$ cat src/rtl/nfp_mul_pipe.sv
`default_nettype none
// +--------------------------------------------------------------------------+
// | nfp_mul_pipe: 3-stage parametrised floating-point multiplier with        |
// | valid/ready flow control, RNE/RTZ rounding and per-result flags.         |
// | Revision: 1.0                                                            |
// +--------------------------------------------------------------------------+
module nfp_mul_pipe #(
  parameter int EXP_W = 8,
  parameter int MAN_W = 23
) (
  input  logic                     clk,
  input  logic                     reset,
  input  logic                     enb,
  input  logic                     rnd_mode,
  input  logic                     in_valid,
  output logic                     in_ready,
  input  logic [EXP_W+MAN_W:0]     nfp_in1,
  input  logic [EXP_W+MAN_W:0]     nfp_in2,
  output logic                     out_valid,
  input  logic                     out_ready,
  output logic [EXP_W+MAN_W:0]     nfp_out,
  output logic [3:0]               flags
);
  localparam int c_w      = 1 + EXP_W + MAN_W;
  localparam int c_sig_w  = MAN_W + 1;
  localparam int c_prod_w = 2 * MAN_W + 2;
  localparam int c_e_w    = EXP_W + 2;
  localparam int c_lz_w   = $clog2(c_prod_w + 1);
  localparam int c_x_w    = c_e_w + c_lz_w + 1;
  localparam logic signed [c_e_w-1:0] c_bias    = c_e_w'((1 << (EXP_W - 1)) - 1);
  localparam logic signed [c_x_w-1:0] c_exp_max = c_x_w'((1 << EXP_W) - 1);
  localparam logic signed [c_x_w-1:0] c_x_zero  = '0;
  localparam logic signed [c_x_w-1:0] c_x_one   = c_x_w'(1);

  logic adv;
  logic [EXP_W-1:0] a_exp, b_exp;
  logic [MAN_W-1:0] a_man, b_man;

  // stage 1: unpacked operands
  logic s1_valid_q, s1_valid_d, s1_rnd_q, s1_rnd_d;
  logic s1_sign_a_q, s1_sign_a_d, s1_sign_b_q, s1_sign_b_d;
  logic s1_nan_a_q, s1_nan_a_d, s1_nan_b_q, s1_nan_b_d;
  logic s1_inf_a_q, s1_inf_a_d, s1_inf_b_q, s1_inf_b_d;
  logic s1_zero_a_q, s1_zero_a_d, s1_zero_b_q, s1_zero_b_d;
  logic [c_sig_w-1:0] s1_sig_a_q, s1_sig_a_d, s1_sig_b_q, s1_sig_b_d;
  logic [EXP_W-1:0]   s1_exp_a_q, s1_exp_a_d, s1_exp_b_q, s1_exp_b_d;

  // stage 2: raw product plus pre-resolved special result
  logic s2_valid_q, s2_valid_d, s2_rnd_q, s2_rnd_d, s2_sign_q, s2_sign_d;
  logic s2_spc_q, s2_spc_d;
  logic [c_prod_w-1:0]     s2_prod_q, s2_prod_d;
  logic signed [c_e_w-1:0] s2_exp_q, s2_exp_d;
  logic [c_w-1:0]          s2_spc_res_q, s2_spc_res_d;
  logic [3:0]              s2_spc_flags_q, s2_spc_flags_d;
  logic                    nan_sign;
  logic [c_sig_w-1:0]      nan_sig;

  // stage 3: output register
  logic out_valid_q, out_valid_d;
  logic [c_w-1:0] nfp_out_q, nfp_out_d;
  logic [3:0]     flags_q, flags_d;

  logic [c_lz_w-1:0]       lz;
  logic [c_prod_w-1:0]     norm;
  logic [MAN_W-1:0]        man_t, man_fin;
  logic [MAN_W:0]          man_r;
  logic                    guard, sticky, inc, carry;
  logic signed [c_x_w-1:0] e_norm, e_fin;
  logic [c_w-1:0]          res;
  logic [3:0]              res_flags;

  assign adv       = enb & (~out_valid_q | out_ready);
  assign in_ready  = adv;
  assign out_valid = out_valid_q;
  assign nfp_out   = nfp_out_q;
  assign flags     = flags_q;

  assign a_exp = nfp_in1[c_w-2 -: EXP_W];
  assign b_exp = nfp_in2[c_w-2 -: EXP_W];
  assign a_man = nfp_in1[MAN_W-1:0];
  assign b_man = nfp_in2[MAN_W-1:0];

  always_comb begin
    s1_valid_d  = in_valid;
    s1_rnd_d    = rnd_mode;
    s1_sign_a_d = nfp_in1[c_w-1];
    s1_sign_b_d = nfp_in2[c_w-1];
    s1_sig_a_d  = {|a_exp, a_man};
    s1_sig_b_d  = {|b_exp, b_man};
    // subnormals carry an effective exponent of 1 with a cleared hidden bit
    s1_exp_a_d  = (|a_exp) ? a_exp : EXP_W'(1);
    s1_exp_b_d  = (|b_exp) ? b_exp : EXP_W'(1);
    s1_nan_a_d  = (&a_exp) & (|a_man);
    s1_nan_b_d  = (&b_exp) & (|b_man);
    s1_inf_a_d  = (&a_exp) & ~(|a_man);
    s1_inf_b_d  = (&b_exp) & ~(|b_man);
    s1_zero_a_d = ~(|a_exp) & ~(|a_man);
    s1_zero_b_d = ~(|b_exp) & ~(|b_man);
  end

  always_comb begin
    s2_valid_d     = s1_valid_q;
    s2_rnd_d       = s1_rnd_q;
    s2_sign_d      = s1_sign_a_q ^ s1_sign_b_q;
    s2_prod_d      = c_prod_w'(s1_sig_a_q) * c_prod_w'(s1_sig_b_q);
    s2_exp_d       = $signed({2'b00, s1_exp_a_q}) + $signed({2'b00, s1_exp_b_q}) - c_bias;
    nan_sign       = s1_nan_a_q ? s1_sign_a_q : s1_sign_b_q;
    nan_sig        = s1_nan_a_q ? s1_sig_a_q : s1_sig_b_q;
    s2_spc_d       = 1'b1;
    s2_spc_res_d   = '0;
    s2_spc_flags_d = '0;
    if (s1_nan_a_q | s1_nan_b_q) begin
      s2_spc_res_d   = {nan_sign, {EXP_W{1'b1}}, 1'b1, nan_sig[MAN_W-2:0]};
      s2_spc_flags_d = {~nan_sig[MAN_W-1], 3'b000};
    end else if ((s1_inf_a_q & s1_zero_b_q) | (s1_inf_b_q & s1_zero_a_q)) begin
      s2_spc_res_d   = {s2_sign_d, {EXP_W{1'b1}}, 1'b1, {(MAN_W-1){1'b0}}};
      s2_spc_flags_d = 4'b1000;
    end else if (s1_inf_a_q | s1_inf_b_q) begin
      s2_spc_res_d   = {s2_sign_d, {EXP_W{1'b1}}, {MAN_W{1'b0}}};
    end else if (s1_zero_a_q | s1_zero_b_q) begin
      s2_spc_res_d   = {s2_sign_d, {(c_w-1){1'b0}}};
    end else begin
      s2_spc_d       = 1'b0;
    end
  end

  always_comb begin
    // normalise so the leading one lands in the product MSB
    lz = '0;
    for (int i = 0; i < c_prod_w; i++) begin
      if (s2_prod_q[i]) lz = c_lz_w'(c_prod_w - 1 - i);
    end
    norm    = s2_prod_q << lz;
    man_t   = norm[c_prod_w-2 -: MAN_W];
    guard   = norm[MAN_W];
    sticky  = |norm[MAN_W-1:0];
    inc     = ~s2_rnd_q & guard & (sticky | man_t[0]);
    man_r   = {1'b0, man_t} + {{MAN_W{1'b0}}, inc};
    carry   = man_r[MAN_W];
    man_fin = carry ? '0 : man_r[MAN_W-1:0];
    e_norm  = c_x_w'(s2_exp_q) + c_x_one - $signed({{(c_x_w-c_lz_w){1'b0}}, lz});
    e_fin   = e_norm + $signed({{(c_x_w-1){1'b0}}, carry});
    if (s2_spc_q) begin
      res       = s2_spc_res_q;
      res_flags = s2_spc_flags_q;
    end else if (e_fin >= c_exp_max) begin
      res       = s2_rnd_q ? {s2_sign_q, {(EXP_W-1){1'b1}}, 1'b0, {MAN_W{1'b1}}}
                           : {s2_sign_q, {EXP_W{1'b1}}, {MAN_W{1'b0}}};
      res_flags = 4'b0101;
    end else if ((e_fin <= c_x_zero) | ~norm[c_prod_w-1]) begin
      res       = {s2_sign_q, {(c_w-1){1'b0}}};
      res_flags = 4'b0011;
    end else begin
      res       = {s2_sign_q, e_fin[EXP_W-1:0], man_fin};
      res_flags = {3'b000, guard | sticky};
    end
    out_valid_d = s2_valid_q;
    nfp_out_d   = s2_valid_q ? res : '0;
    flags_d     = s2_valid_q ? res_flags : 4'b0000;
  end

  always_ff @(posedge clk) begin
    if (reset) begin
      s1_valid_q  <= 1'b0;
      s2_valid_q  <= 1'b0;
      out_valid_q <= 1'b0;
      nfp_out_q   <= '0;
      flags_q     <= '0;
    end else if (adv) begin
      s1_valid_q  <= s1_valid_d;
      s2_valid_q  <= s2_valid_d;
      out_valid_q <= out_valid_d;
      nfp_out_q   <= nfp_out_d;
      flags_q     <= flags_d;
    end
  end

  always_ff @(posedge clk) begin
    if (adv) begin
      s1_rnd_q       <= s1_rnd_d;
      s1_sign_a_q    <= s1_sign_a_d;
      s1_sign_b_q    <= s1_sign_b_d;
      s1_nan_a_q     <= s1_nan_a_d;
      s1_nan_b_q     <= s1_nan_b_d;
      s1_inf_a_q     <= s1_inf_a_d;
      s1_inf_b_q     <= s1_inf_b_d;
      s1_zero_a_q    <= s1_zero_a_d;
      s1_zero_b_q    <= s1_zero_b_d;
      s1_sig_a_q     <= s1_sig_a_d;
      s1_sig_b_q     <= s1_sig_b_d;
      s1_exp_a_q     <= s1_exp_a_d;
      s1_exp_b_q     <= s1_exp_b_d;
      s2_rnd_q       <= s2_rnd_d;
      s2_sign_q      <= s2_sign_d;
      s2_spc_q       <= s2_spc_d;
      s2_prod_q      <= s2_prod_d;
      s2_exp_q       <= s2_exp_d;
      s2_spc_res_q   <= s2_spc_res_d;
      s2_spc_flags_q <= s2_spc_flags_d;
    end
  end
endmodule
`default_nettype wire

$ cat config.mk
export PLATFORM = sky130hd
export DESIGN_NAME = nfp_mul_pipe
export DESIGN_NICKNAME = d
export VERILOG_FILES = /design/src/rtl/nfp_mul_pipe.sv
export SDC_FILE = /design/constraint.sdc
export NUM_CORES = 2
export LEC_CHECK = 0
export ABC_CLOCK_PERIOD_IN_PS = 19380
export CORE_MARGIN = 8
export CORE_UTILIZATION = 60
export DETAILED_ROUTE_END_ITERATION = 6
export PLACE_DENSITY = 0.81
export SYNTH_ARGS = -nofsm -noshare
export SYNTH_HDL_FRONTEND = slang
export SYNTH_SLANG_ARGS = --single-unit
$ cat constraint.sdc
create_clock -name clk -period 19.38 [get_ports clk]
set_input_delay 4.845 -clock clk [delete_from_list [all_inputs] [get_ports clk]]
set_output_delay 4.845 -clock clk [all_outputs]
set_load 0.01 [all_outputs]
==> flow_metrics.tcl <==
set metrics [dict create \
    fin_crit_ps 11470 \
    wl_per_cell_microns 23.5 \
    syn_nets 4384 \
    drtPass1Iterations 7 \
    clock.fmax_ghz 0.0872 \
    grt_pass1_wl_mm 158 \
    clock-sinks 199 \
    setup_ws_ps 7910 \
    drc_errors 1 \
    finalMaxSlewViolations 0 \
    rsz0062_at_grt "no" \
    wl_met3_mm 10.4 \
    synthArstFlopShare_pct 0 \
    worstReg2RegEnd "nfp_out[2]" \
    met2_length_mm 46.0 \
    relSlewSlack_pct 16.8 \
    post-dp-hpwl_mm 75.6 \
    synth_edf_count 160 \
    cts_tree "done" \
    post-place-ws_ps 7910 \
    wl_met1_mm 38.9 \
    cts_max_path_buffers 2 \
    synth_warnings 0 \
    drv_cap 0 \
    synth.most_common_cell "nand2_1" \
    ant_nets 0 \
    topRoutingLayerUsed "met5" \
    placed_cells 4261 \
    yosys.area.top_type "fa_1" \
    layoutNonFillerInstCount 4295 \
    grt_overflow 0 \
    crit_path_end_kind "output pin" \
    hold_end "s2_rnd_q" \
    rr_worst_depth 31 \
    syn_inst 3625 \
    hold_viol_final 0 \
    place_congestion 1.01 \
    path_max_fanout 40 \
    cts_max_level 4 \
    drive_gt1_share_pct 5.03 \
    io_pins 108 \
    cts-hold-fix-buffers 0 \
    violations "DRC" \
    fillers 4364 \
    hp-class "register to register" \
    area_delta_synth_final_pct 6.50 \
    clkLatencyLatePin_ps 510 \
    cts_buffers 17 \
    hold_depth 0 \
    criticalPathCategory "primary input to output pin" \
    cts_setup_buffers 0 \
    synth_area_leaders "fa_1, edfxtp_1, ha_1" \
    cts.clk_slew.worst_paths_ps 70 \
    synth.avg_cell_area_sq_um 8.87 \
    die-width_microns 247 \
    netlist_top_cells_count "nand2_1, inv_1, fa_1" \
    row_count 85 \
    core_sq_um 53400 \
    cts_resized 0 \
    ys_seq_elements 199 \
    status "finished, violations left" \
    arrival_ps 6620 \
    yosys.area.top_type_share_pct 30.2 \
    setup_viol 0 \
    ys_seq_area_share_pct 17.4 \
    hold_ws_ps 431 \
    finalSetupTns_ps 0 \
    worstMarginPinSlew_ps 1240 \
    grt_usage_pct 33.7 \
    finalCritPeriodShare_pct 59.2 \
    die_area_sq_um 61200 \
    viasPerCell 6.36 \
    ys_types 105 \
    skew_ps 17.6 \
    grt_max_degree 69 \
    rrSetupSlack_ps 9810 \
    r2r-start "s2_prod_q[0]" \
    port_buffers 107 \
    totalWireLength_mm 101 \
    start_util_pct 60.2 \
    grt_pass1_vias 28100 \
    dr.first_iter.drc_count 2646 \
    hold_start "s1_rnd_q" \
    start_kind "primary input" \
    clockRootBuffer "clkbuf_16" \
    required_ps 14530 \
    fin_nets 4343 \
    die_height_microns 247 \
    ys.flop_type "edfxtp_1" \
    grt_antenna_before_repair 4 \
    syn_area_sq_um 32200 \
    vias 27300 \
]
==> cells in the final DEF (no fill, tap or decap), types with 28 or more instances in the layout <==
cell / synthesis / final
a31oi_1: 28 / 28
nand2_1: 548 / 547
nand4_1: 31 / 31
buf_4: 5 / 70
dfxtp_1: 39 / 39
clkdlybuf4s50_1: 0 / 107
a21oi_1: 131 / 129
nor3_1: 46 / 46
o21ai_0: 136 / 135
fa_1: 485 / 485
edfxtp_1: 160 / 160
nor2_1: 131 / 129
inv_1: 545 / 543
xnor2_1: 53 / 53
nor4_1: 35 / 35
nand3_1: 87 / 87
and2_1: 216 / 216
ha_1: 204 / 204
o211ai_1: 33 / 33
==> sequential cells by signal, indices dropped and copies added (netlist names), 4 cells and up <==
name / flops
s2_prod_q: 48
nfp_out: 32
s2_spc_res_q: 25
s1_sig_a_q: 24
s1_sig_b_q: 24
s2_exp_q: 10
s1_exp_a_q: 8
s1_exp_b_q: 8
flags: 4
==> cell families (layout without fill, tap and decap cells) <==
kind of cell	after synthesis	in the layout	synth area share, %
XOR/XNOR	69	69	1.88
multiplexers	41	41	1.37
AND/OR/NAND/NOR	1210	1210	18.3
flip-flops	199	199	17.4
buffers and inverters	786	758	9.47
AO/OA/AOI/OAI	631	631	13.5
adder cells (fa/ha/maj)	689	689	38.1
other	0	2	0
==> worst max-delay path: stages <==
cell and delay, ps:
clkdlybuf4s50_1 500, o21ai_4 60, buf_4 270, inv_6 300
clkdlybuf4s50_1 610
==> per-layer routing <==
layer  GRT usage, %  vias to the layer above
met5              0                        -
met4           17.4                        6
met3           7.89                      354
met2           53.3                     1571
met1           43.2                    13500
li1               -                    11900
==> through the flow <==
| stage | util, % | area [sq um] |
|---|---|---|
| global placement | 63.1 | 33700 |
| floorplan | - | 32200 |
| CTS | 64.1 | 34200 |
| detailed placement | 63.1 | 33700 |
| global route | 64.1 | 34200 |
| finish | 64.1 | 34200 |
==> how the worst max path moves through the flow <==
stage	from	end	slack (ps)	cells past startpoint
floorplan	enb	in_ready	6320	2
global placement	enb	in_ready	7910	5
detailed placement	enb	in_ready	7910	5
CTS	enb	in_ready	7910	5
global route	enb	in_ready	7850	5
finish	enb	in_ready	7910	5
==> area by class of cell <==
cell class	count	area, sq um	share of cell area, %
inverter	549	2070	6.03
tap	696	871	2.54
sequential	199	5590	16.3
timing repair buffer	177	1600	4.66
multi-input combinational	2640	23600	68.8
clock inverter	15	141	0.413
antenna	2	5.00	0.0146
clock buffer	17	425	1.24
Power is left out: the tool's default activity adds up to more than one toggle a clock period on the data nets, which glitch-free logic cannot reach.
